$ cat config.mk
export PLATFORM = sky130hd
export DESIGN_NAME = csr_trap_ctrl
export DESIGN_NICKNAME = d
export VERILOG_FILES = /design/src/rtl/csr_pkg.sv /design/src/rtl/csr_wdata_calc.sv /design/src/rtl/csr_trap_ctrl.sv
export SDC_FILE = /design/constraint.sdc
export NUM_CORES = 1
export LEC_CHECK = 0
export CORE_AREA = 4 4 158 160
export CTS_CLUSTER_DIAMETER = 30
export DETAILED_ROUTE_END_ITERATION = 12
export DIE_AREA = 0 0 162 164
export PLACE_DENSITY = 0.64
export SYNTH_ARGS = -nofsm -noshare
export SYNTH_HDL_FRONTEND = slang
export SYNTH_SLANG_ARGS = --single-unit
$ cat constraint.sdc
create_clock -name clk_i -period 3.79 [get_ports clk_i]
set_clock_uncertainty 0.1 [all_clocks]
set_input_delay 0.5685 -clock clk_i [delete_from_list [all_inputs] [get_ports clk_i]]
set_output_delay 0.5685 -clock clk_i [all_outputs]
set_load 0.05 [all_outputs]
$ cat src/rtl/csr_pkg.sv
// Shared CSR addresses, op/state encodings, mstatus bit positions and trap cause codes
// for the CSR trap controller and its write-data datapath.
package csr_pkg;

    localparam logic [11:0] CSR_MSTATUS = 12'h300;
    localparam logic [11:0] CSR_MTVEC   = 12'h305;
    localparam logic [11:0] CSR_MEPC    = 12'h341;
    localparam logic [11:0] CSR_MCAUSE  = 12'h342;

    localparam int MSTATUS_MIE    = 3;
    localparam int MSTATUS_MPIE   = 7;
    localparam int MSTATUS_MPP_LO = 11;
    localparam int MSTATUS_MPP_HI = 12;

    localparam int CAUSE_ILLEGAL_INSN = 2;
    localparam int CAUSE_ECALL_M      = 11;

    typedef enum logic [2:0] {
        OP_CSRRW = 3'd0,
        OP_CSRRS = 3'd1,
        OP_CSRRC = 3'd2,
        OP_ECALL = 3'd3,
        OP_MRET  = 3'd4
    } op_e;

    typedef enum logic [3:0] {
        ST_IDLE,
        ST_RW,
        ST_T_EPC,
        ST_T_CAUSE,
        ST_T_STATUS,
        ST_T_VEC,
        ST_R_STATUS,
        ST_R_EPC,
        ST_DONE
    } state_e;

    typedef enum logic [2:0] {
        WSEL_RW,
        WSEL_RS,
        WSEL_RC,
        WSEL_TRAP,
        WSEL_RET
    } wsel_e;

    typedef enum logic [1:0] {
        WSRC_CALC,
        WSRC_PC,
        WSRC_CAUSE
    } wsrc_e;

    function automatic logic is_known_csr(input logic [11:0] addr);
        return (addr == CSR_MSTATUS) || (addr == CSR_MTVEC) ||
               (addr == CSR_MEPC)    || (addr == CSR_MCAUSE);
    endfunction

endpackage

$ cat src/rtl/csr_wdata_calc.sv
// Write-data datapath: CSRRW/CSRRS/CSRRC results and mstatus updates for trap entry / MRET.
// Purely combinational, zero latency; no handshake.
module csr_wdata_calc
    import csr_pkg::*;
#(
    parameter int WIDTH = 32
) (
    input  wsel_e              sel,
    input  logic [WIDTH-1:0]   old_val,
    input  logic [WIDTH-1:0]   rs1,
    output logic [WIDTH-1:0]   wdata
);

    always_comb begin
        wdata = old_val;
        case (sel)
            WSEL_RW: wdata = rs1;
            WSEL_RS: wdata = old_val | rs1;
            WSEL_RC: wdata = old_val & ~rs1;
            WSEL_TRAP: begin
                wdata[MSTATUS_MPIE]                  = old_val[MSTATUS_MIE];
                wdata[MSTATUS_MIE]                   = 1'b0;
                wdata[MSTATUS_MPP_HI:MSTATUS_MPP_LO] = 2'b11;
            end
            WSEL_RET: begin
                wdata[MSTATUS_MIE]                   = old_val[MSTATUS_MPIE];
                wdata[MSTATUS_MPIE]                  = 1'b1;
                wdata[MSTATUS_MPP_HI:MSTATUS_MPP_LO] = 2'b11;
            end
            default: wdata = old_val;
        endcase
    end

endmodule

$ cat src/rtl/csr_trap_ctrl.sv
// CSR port initiator: CSRRW/S/C, ECALL trap entry and MRET sequenced over the single write port.
// Latency accept->resp: 2 (CSRR*), 5 (ECALL), 3 (MRET), 6 (illegal trap under CSR_TRAP_ILLEGAL_EN).
// Ready only in IDLE; response is a one-cycle pulse with no back-pressure.
module csr_trap_ctrl
    import csr_pkg::*;
#(
    parameter int WIDTH       = 32,
    parameter int CAUSE_ECALL = CAUSE_ECALL_M
) (
    input  logic              clk_i,
    input  logic              rst_n_i,
    input  logic              req_valid_i,
    output logic              req_ready_o,
    input  logic [2:0]        req_op_i,
    input  logic [11:0]       req_csr_addr_i,
    input  logic [WIDTH-1:0]  req_rs1_i,
    input  logic              req_rs1_zero_i,
    input  logic [WIDTH-1:0]  req_pc_i,
    output logic [WIDTH-1:0]  csr_raddr_o,
    input  logic [WIDTH-1:0]  csr_rdata_i,
    output logic              csr_wen_o,
    output logic [WIDTH-1:0]  csr_waddr_o,
    output logic [WIDTH-1:0]  csr_wdata_o,
    output logic              resp_valid_o,
    output logic [WIDTH-1:0]  resp_rd_data_o,
    output logic              redirect_valid_o,
    output logic [WIDTH-1:0]  redirect_pc_o
);

    state_e            state, state_nxt;
    op_e               op_q;
    logic [11:0]       addr_q;
    logic [WIDTH-1:0]  rs1_q, pc_q, old_q, target_q;
    logic              rs1_zero_q, redir_q, illegal_q;

    logic              accept, known, trap_illegal;
    logic [11:0]       raddr_c, waddr_c;
    logic              wen_c;
    wsel_e             wsel;
    wsrc_e             wsrc;
    logic [WIDTH-1:0]  calc_wdata, wdata_c, cause_val;

    assign accept = req_valid_i & req_ready_o;
    assign known  = is_known_csr(addr_q);

`ifdef CSR_TRAP_ILLEGAL_EN
    assign trap_illegal = (state == ST_RW) && !known;
`else
    assign trap_illegal = 1'b0;
`endif

    always_ff @(posedge clk_i) begin
        if (!rst_n_i) state <= ST_IDLE;
        else          state <= state_nxt;
    end

    always_ff @(posedge clk_i) begin
        if (!rst_n_i) begin
            op_q       <= OP_CSRRW;
            addr_q     <= '0;
            rs1_q      <= '0;
            rs1_zero_q <= 1'b0;
            pc_q       <= '0;
            old_q      <= '0;
            target_q   <= '0;
            redir_q    <= 1'b0;
            illegal_q  <= 1'b0;
        end else begin
            if (accept) begin
                op_q       <= op_e'(req_op_i);
                addr_q     <= req_csr_addr_i;
                rs1_q      <= req_rs1_i;
                rs1_zero_q <= req_rs1_zero_i;
                pc_q       <= req_pc_i;
                old_q      <= '0;
                target_q   <= '0;
                redir_q    <= 1'b0;
                illegal_q  <= 1'b0;
            end
            case (state)
                ST_RW: begin
                    if (known)        old_q     <= csr_rdata_i;
                    if (trap_illegal) illegal_q <= 1'b1;
                end
                ST_T_VEC: begin
                    target_q <= {csr_rdata_i[WIDTH-1:2], 2'b00};
                    redir_q  <= 1'b1;
                end
                ST_R_EPC: begin
                    target_q <= csr_rdata_i;
                    redir_q  <= 1'b1;
                end
                default: ;
            endcase
        end
    end

    always_comb begin
        state_nxt = state;
        case (state)
            ST_IDLE: begin
                if (req_valid_i) begin
                    case (op_e'(req_op_i))
                        OP_CSRRW, OP_CSRRS, OP_CSRRC: state_nxt = ST_RW;
                        OP_ECALL:                     state_nxt = ST_T_EPC;
                        OP_MRET:                      state_nxt = ST_R_STATUS;
                        default:                      state_nxt = ST_DONE;
                    endcase
                end
            end
            ST_RW:       state_nxt = trap_illegal ? ST_T_EPC : ST_DONE;
            ST_T_EPC:    state_nxt = ST_T_CAUSE;
            ST_T_CAUSE:  state_nxt = ST_T_STATUS;
            ST_T_STATUS: state_nxt = ST_T_VEC;
            ST_T_VEC:    state_nxt = ST_DONE;
            ST_R_STATUS: state_nxt = ST_R_EPC;
            ST_R_EPC:    state_nxt = ST_DONE;
            default:     state_nxt = ST_IDLE;
        endcase
    end

    always_comb begin
        req_ready_o  = (state == ST_IDLE);
        resp_valid_o = (state == ST_DONE) && rst_n_i;
        raddr_c      = '0;
        wen_c        = 1'b0;
        waddr_c      = '0;
        wsel         = WSEL_RW;
        wsrc         = WSRC_CALC;
        case (state)
            ST_RW: begin
                raddr_c = addr_q;
                case (op_q)
                    OP_CSRRS: wsel = WSEL_RS;
                    OP_CSRRC: wsel = WSEL_RC;
                    default:  wsel = WSEL_RW;
                endcase
                // Unknown addresses must never be written: the file aliases them onto mtvec.
                wen_c   = known && ((op_q == OP_CSRRW) || !rs1_zero_q);
                waddr_c = addr_q;
            end
            ST_T_EPC: begin
                wen_c   = 1'b1;
                waddr_c = CSR_MEPC;
                wsrc    = WSRC_PC;
            end
            ST_T_CAUSE: begin
                wen_c   = 1'b1;
                waddr_c = CSR_MCAUSE;
                wsrc    = WSRC_CAUSE;
            end
            ST_T_STATUS: begin
                raddr_c = CSR_MSTATUS;
                wsel    = WSEL_TRAP;
                wen_c   = 1'b1;
                waddr_c = CSR_MSTATUS;
            end
            ST_T_VEC:    raddr_c = CSR_MTVEC;
            ST_R_STATUS: begin
                raddr_c = CSR_MSTATUS;
                wsel    = WSEL_RET;
                wen_c   = 1'b1;
                waddr_c = CSR_MSTATUS;
            end
            ST_R_EPC:    raddr_c = CSR_MEPC;
            default: ;
        endcase
    end

    csr_wdata_calc #(.WIDTH(WIDTH)) u_wdata_calc (
        .sel     (wsel),
        .old_val (csr_rdata_i),
        .rs1     (rs1_q),
        .wdata   (calc_wdata)
    );

    assign cause_val = illegal_q ? WIDTH'(CAUSE_ILLEGAL_INSN) : WIDTH'(CAUSE_ECALL);
    assign wdata_c   = (wsrc == WSRC_PC)    ? pc_q      :
                       (wsrc == WSRC_CAUSE) ? cause_val : calc_wdata;

    assign csr_raddr_o      = {{(WIDTH-12){1'b0}}, raddr_c};
    assign csr_wen_o        = wen_c & rst_n_i;
    assign csr_waddr_o      = csr_wen_o ? {{(WIDTH-12){1'b0}}, waddr_c} : '0;
    assign csr_wdata_o      = csr_wen_o ? wdata_c : '0;
    assign resp_rd_data_o   = old_q;
    assign redirect_valid_o = resp_valid_o & redir_q;
    assign redirect_pc_o    = target_q;

endmodule

* Yosys cells after proc, flatten, opt, wreduce, memory -nomap -nowiden
Index checks and enable logic that the tools add are counted.
** Cells by class
- Equality and inequality tests :: 25
- Mux-type cells :: 27
- Bitwise logic cells :: 6
- Reductions and logical operators :: 19
** Operator list (count)
- $mux 32 :: 7
- $pmux 12 s4 :: 2
- $pmux 32 s2 :: 1
- $pmux 19 s3 :: 1
- $eq 12x10->1 const B :: 4
- $pmux 3 s3 :: 4
- $and 32x32->32 :: 1
- $not 32->32 :: 1
- $or 32x32->32 :: 1
- $pmux 4 s6 :: 1
- $eq 4x3->1 const B :: 4
- $eq 3x2->1 const B :: 5
- $mux 12 :: 1
- $pmux 4 s3 :: 1
- $pmux 1 s5 :: 2
- $eq 3x1->1 const B :: 3
- $logic_not 3->1 :: 3
- $eq 4x2->1 const B :: 2
- $pmux 2 s2 :: 2
- $pmux 2 s4 :: 1
- $eq 3x3->1 const B :: 2
- $reduce_or 2->1 :: 3
- $reduce_or 3->1 :: 2
- $eq 4x1->1 const B :: 1
- other kinds (15) :: 22
** Storage, ports and cells
- Bits in registers :: 149
- Input port bits :: 115
- Output and inout bits :: 164
- Word-level logic and storage cells :: 86

* Depth between registers and ports, before layout
- Depth in word-level cells :: 9
- Depth in mapped cells :: 8
- Gate-level depth less buffers :: 5

* By module
A second synthesis with hierarchy kept.
** Unflattened totals
- Cells, all modules :: 949
- Area, all modules :: 7724.9 um^2
** Modules (own cells, without submodules)
- csr_trap_ctrl :: times used 1, cells each 854, area each 7045.5 um^2, sequential area each 2982.9 um^2
- csr_wdata_calc :: times used 1, cells each 95, area each 679.4 um^2, sequential area each 0.0 um^2

* Worst setup path before layout
OpenSTA, ideal clock, no wires.
- Kind :: register to output
- From :: register state[1]
- To :: output port csr_wdata_o[11]
- Data arrival time :: 2.751 ns
- Data required time :: 3.122 ns
- Setup slack :: 0.371 ns
- Stages on the path, launching flop included :: 8
- Buffers on the path :: 2
- Cell sequence :: dfxtp_1 buf_2 nor4b_4 nand2_2 nor3_4 a31oi_1 clkbuf_1 a211oi_1
** On the way
- Cells in the longest elaborated chain, start to end :: 8
- Elaborated cells on any way between the ends :: 22
- Classes of those cells :: eq/ne: 11; mux: 7; bitwise: 1; reduce/logical: 3
** RTL lines
- from (decl) :: line csr_trap_ctrl.sv:30 : state_e state, state_nxt;
- from (signal assigned) :: line csr_trap_ctrl.sv:54 : else state <= state_nxt;
- $eq 4x3->1 or $eq 4x1->1 (tied branches) :: line csr_trap_ctrl.sv:130 : case (state)
- $pmux 3 s3 :: line csr_trap_ctrl.sv:130
- $eq 3x2->1 or $eq 3x3->1 (tied branches) :: line csr_wdata_calc.sv:16 : case (sel)
- $reduce_or 2->1 (no source line)
- $pmux 2 s4 :: line csr_wdata_calc.sv:16
- $mux 32 :: line csr_trap_ctrl.sv:179 : (wsrc == WSRC_CAUSE) ? cause_val : calc_wdata;
- $mux 32 :: line csr_trap_ctrl.sv:178 : assign wdata_c = (wsrc == WSRC_PC) ? pc_q :
- $mux 32 (*) :: line csr_trap_ctrl.sv:184 : assign csr_wdata_o = csr_wen_o ? wdata_c : '0;
- to (decl) :: line csr_trap_ctrl.sv:23 : output logic [WIDTH-1:0] csr_wdata_o,
Every way passes the cells marked *; elsewhere a longest branch is shown, timed or not.

* Final worst setup path
- From :: register state[2]
- To :: output port csr_wdata_o[15]
** On the way
- Cells in the longest elaborated chain, start to end :: 7
- Elaborated cells on any way between the ends :: 19
- Classes of those cells :: eq/ne: 9; mux: 7; bitwise: 1; reduce/logical: 2
** RTL lines (line)
- $eq 4x3->1 or $eq 4x1->1 (tied branches) :: csr_trap_ctrl.sv:130
- $pmux 3 s3 :: csr_trap_ctrl.sv:130
- $eq 3x2->1 (tied with other cells) :: csr_wdata_calc.sv:16
- $pmux 19 s3 :: csr_wdata_calc.sv:16
- $mux 32 :: csr_trap_ctrl.sv:179
- $mux 32 :: csr_trap_ctrl.sv:178
- $mux 32 (*) :: csr_trap_ctrl.sv:184
Marks and branches as above.

==> results.md <==
- Status: complete, no violations
- CP cell instances: buf_4 > or3b_2 > a21oi_1 > nor2_1 > a21oi_1 > nor3_1 > buf_12
- Initial Util: 32.0%
- Layout cells sized above 1: 8.95%
- Largest net degree at the start of global routing: 101
- Met2 WL post-DR: 13.6 mm
- Layout area overhead: 45.2%
- Power Dens Cells: 416 nW/um^2
- Min-delay worst type: reg2reg
- CORE AREA: 23400 um^2
- Total Power: 4.52 mW
- Post-synth top area cell: dfxtp_1
- Vias: 8131
- TNS Setup: 0 ns
- Clock Latency Late Sink: 0.41 ns
- DRC viols: 0
- Slew margin rel.: 19.1%
- Global-route wire length before repair: 44.5 mm
- Critical path class: reg2out
- Warnings from Yosys: 0
- Port Buffers: 232
- Critical path peak fanout: 30
- Die area: 26600 um^2
- Post-synthesis cell type count: 43
- Antenna violations before repair: 0
- EDFF count, synth: 0
- M1 WL: 12.9 mm
- Most common flop cell mapped by yosys: dfxtp_1
- NumNets Final: 1367
- All-Layer GR Usage: 21.3%
- Family with the most delay on the worst path: simple AND/OR/NAND/NOR gates
- Vias in the first global route: 7562
- Post-synth ARST share: 0%
- Final Max Slew Viols: 0
- Max cap viols: 0
- Sequential share of the synthesized area: 39.8%
- Synth top area share: 39.8%
- Routability Congestion: 0.864
- Buf/Inv on CP: 2
- Max Freq: 277 MHz
- Slowest stage delay, CP: 0.82 ns
- Post-DRT Antenna Nets: 0
- #FFs+latches synth: 149
- Non-filler instance count after layout: 1583
- Synthesized area per cell: 6.97 um^2
- Iter 0 DRT Violations: 670
- CP most frequent cell: a21oi_1
- Util after Layout: 46.4%
- Crit share post-route: 95.2%
- Maximum clock path buffer count: 2
- CTS tree: yes
- Num CTS Buffers: 17
- Post-CTS Setup Bufs: 0
- Rows: 56
- Arr. time, crit path: 2.94 ns
- Placed inst area: 10300 um^2
- Unrepaired setup endpoints after global routing: no
- Crit start category: register
- Endpoint class of the critical path: output pin
- H-tree levels: 4
- Crit path max-delay cell type: or3b_2
- Worst Max-Slew Pin Slew: 1.21 ns
- Height of the die: 164 um
- Worst EP required: 3.12 ns
- Leakage: 3.90 nW
- Post-detail-place hpwl: 20.8 mm
- Uppermost layer routed: met4
- Mapped Cells: 1074
- Clock root buffer: clkbuf_16
- Final period demand of the worst path: 3.61 ns
- Gr ovfl total: 0
- Sink Count: 149
- Die width: 162 um
- Synth Cell Area: 7490 um^2
- # IOs: 279
- Final Hold Fails: 0
- Met3 routed WL: 2.50 mm
- Drt wl/cell: 18.6 um
- Peak VDD IR: 223 uV
- Vias/cell: 5.14
- Post-CTS Hold Buffers: 0
- TritonRoute pass-1 iters: 5
- Final setup viols: 0
- Final standard cell area without fillers: 10900 um^2
- Dpl cells: 1552
- CTS resizes: 0
- Clock slew at reported path FFs: 0.06 ns
- WL final: 29.5 mm
- Largest cells by area after synthesis: dfxtp_1, a21oi_1, nand2_1, nand3_1, buf_4
-- Yosys cell counts (2+ instances only) --
| library cell | n |
|---|---|
| a22oi_1 | 2 |
| a21oi_1 | 236 |
| nor4_2 | 3 |
| a221oi_1 | 26 |
| dfxtp_1 | 149 |
| a31oi_1 | 5 |
| nor4b_1 | 2 |
| nor3_1 | 32 |
| buf_4 | 46 |
| a311oi_1 | 2 |
| clkbuf_1 | 72 |
| nand2b_1 | 5 |
| and2_1 | 8 |
| buf_1 | 3 |
| o21ai_0 | 32 |
| nor2_1 | 79 |
| buf_2 | 20 |
| or2_2 | 3 |
| inv_1 | 9 |
| nor2b_1 | 4 |
| nand3_1 | 70 |
| nand2_1 | 242 |
| o22ai_1 | 4 |
-- cells in the final DEF, fill, tap and decap left out, types with 4 or more instances in the layout --
cell type / instances
nand2_1: 241
a21oi_1: 236
clkdlybuf4s50_1: 192
dfxtp_1: 147
nor2_1: 77
nand3_1: 70
conb_1: 46
buf_12: 41
o21ai_0: 32
nor3_1: 31
a221oi_1: 26
buf_4: 23
clkbuf_16: 17
inv_1: 8
and2_1: 7
nand2b_1: 5
a31oi_1: 4
o22ai_1: 4
-- sequential cells by signal (all words and copies together) (netlist names) --
name	flops
pc_q	32
rs1_zero_q	1
state	4
redir_q	1
redirect_pc_o	32
op_q	3
addr_q	12
rs1_q	32
resp_rd_data_o	32
-- final cells by class --
cell class / instances / area (um^2)
Antenna cell: 1 / 2.50
Clock buffer: 22 / 464
Clock inverter: 8 / 126
Fill cell: 2337 / 12500
Inverter: 9 / 36.3
Multi-Input combinational cell: 819 / 3940
Sequential cell: 149 / 2990
Tap cell: 319 / 399
Timing Repair Buffer: 256 / 2920
-- where the power goes --
part | internal, mW | switching, mW
registers | 1.66 | 0.105
logic | 0.359 | 0.683
clock network | 1.06 | 0.649
-- cells by family after synthesis --
logic type / count (synthesis) / share of synthesized area [%]
DFF: 149 / 39.8
other: 1 / 0.0501
and+or+nand+nor: 455 / 26.4
muxes: 1 / 0.134
buffers and inverters: 151 / 10.3
AOI/OAI and AO/OA: 317 / 23.3
-- tightest hold or removal path, stage by stage (launching register included) --
cell     delay (ns)
dfxtp_1        0.31
nand2_1        0.05
a21oi_1        0.05
-- worst paths after layout --
kind              slack, ns                  start                             to  cells after the start
setup / recovery       0.18  state[2]$_SDFFE_PN0P_                csr_wdata_o[15]                      7
hold reg to reg        0.36   pc_q[7]$_SDFFE_PN0P_           pc_q[7]$_SDFFE_PN0P_                      2
hold / removal         0.36   pc_q[7]$_SDFFE_PN0P_           pc_q[7]$_SDFFE_PN0P_                      2
setup reg to reg       1.06  state[1]$_SDFFE_PN0P_  resp_rd_data_o[13]$_SDFF_PN0_                      7
-- metrics by stage --
| step | setup WS, ns | hold WS, ns |
|---|---|---|
| 2_1_floorplan | 0.371 | 0.336 |
| 3_3_place_gp | 0.606 | 0.349 |
| 3_5_place_dp | 0.628 | 0.352 |
| 4_1_cts | 0.183 | 0.361 |
| 5_1_grt | 0.00202 | 0.385 |
| 6_report | 0.182 | 0.358 |
-- per-layer routing --
layer	vias to the layer above	track usage, %
met5	-	0
met1	3802	28.9
met4	0	5.73
met2	365	34.1
met3	27	5.22
li1	3937	-
Note: power is estimated with default switching activity, not from simulation.
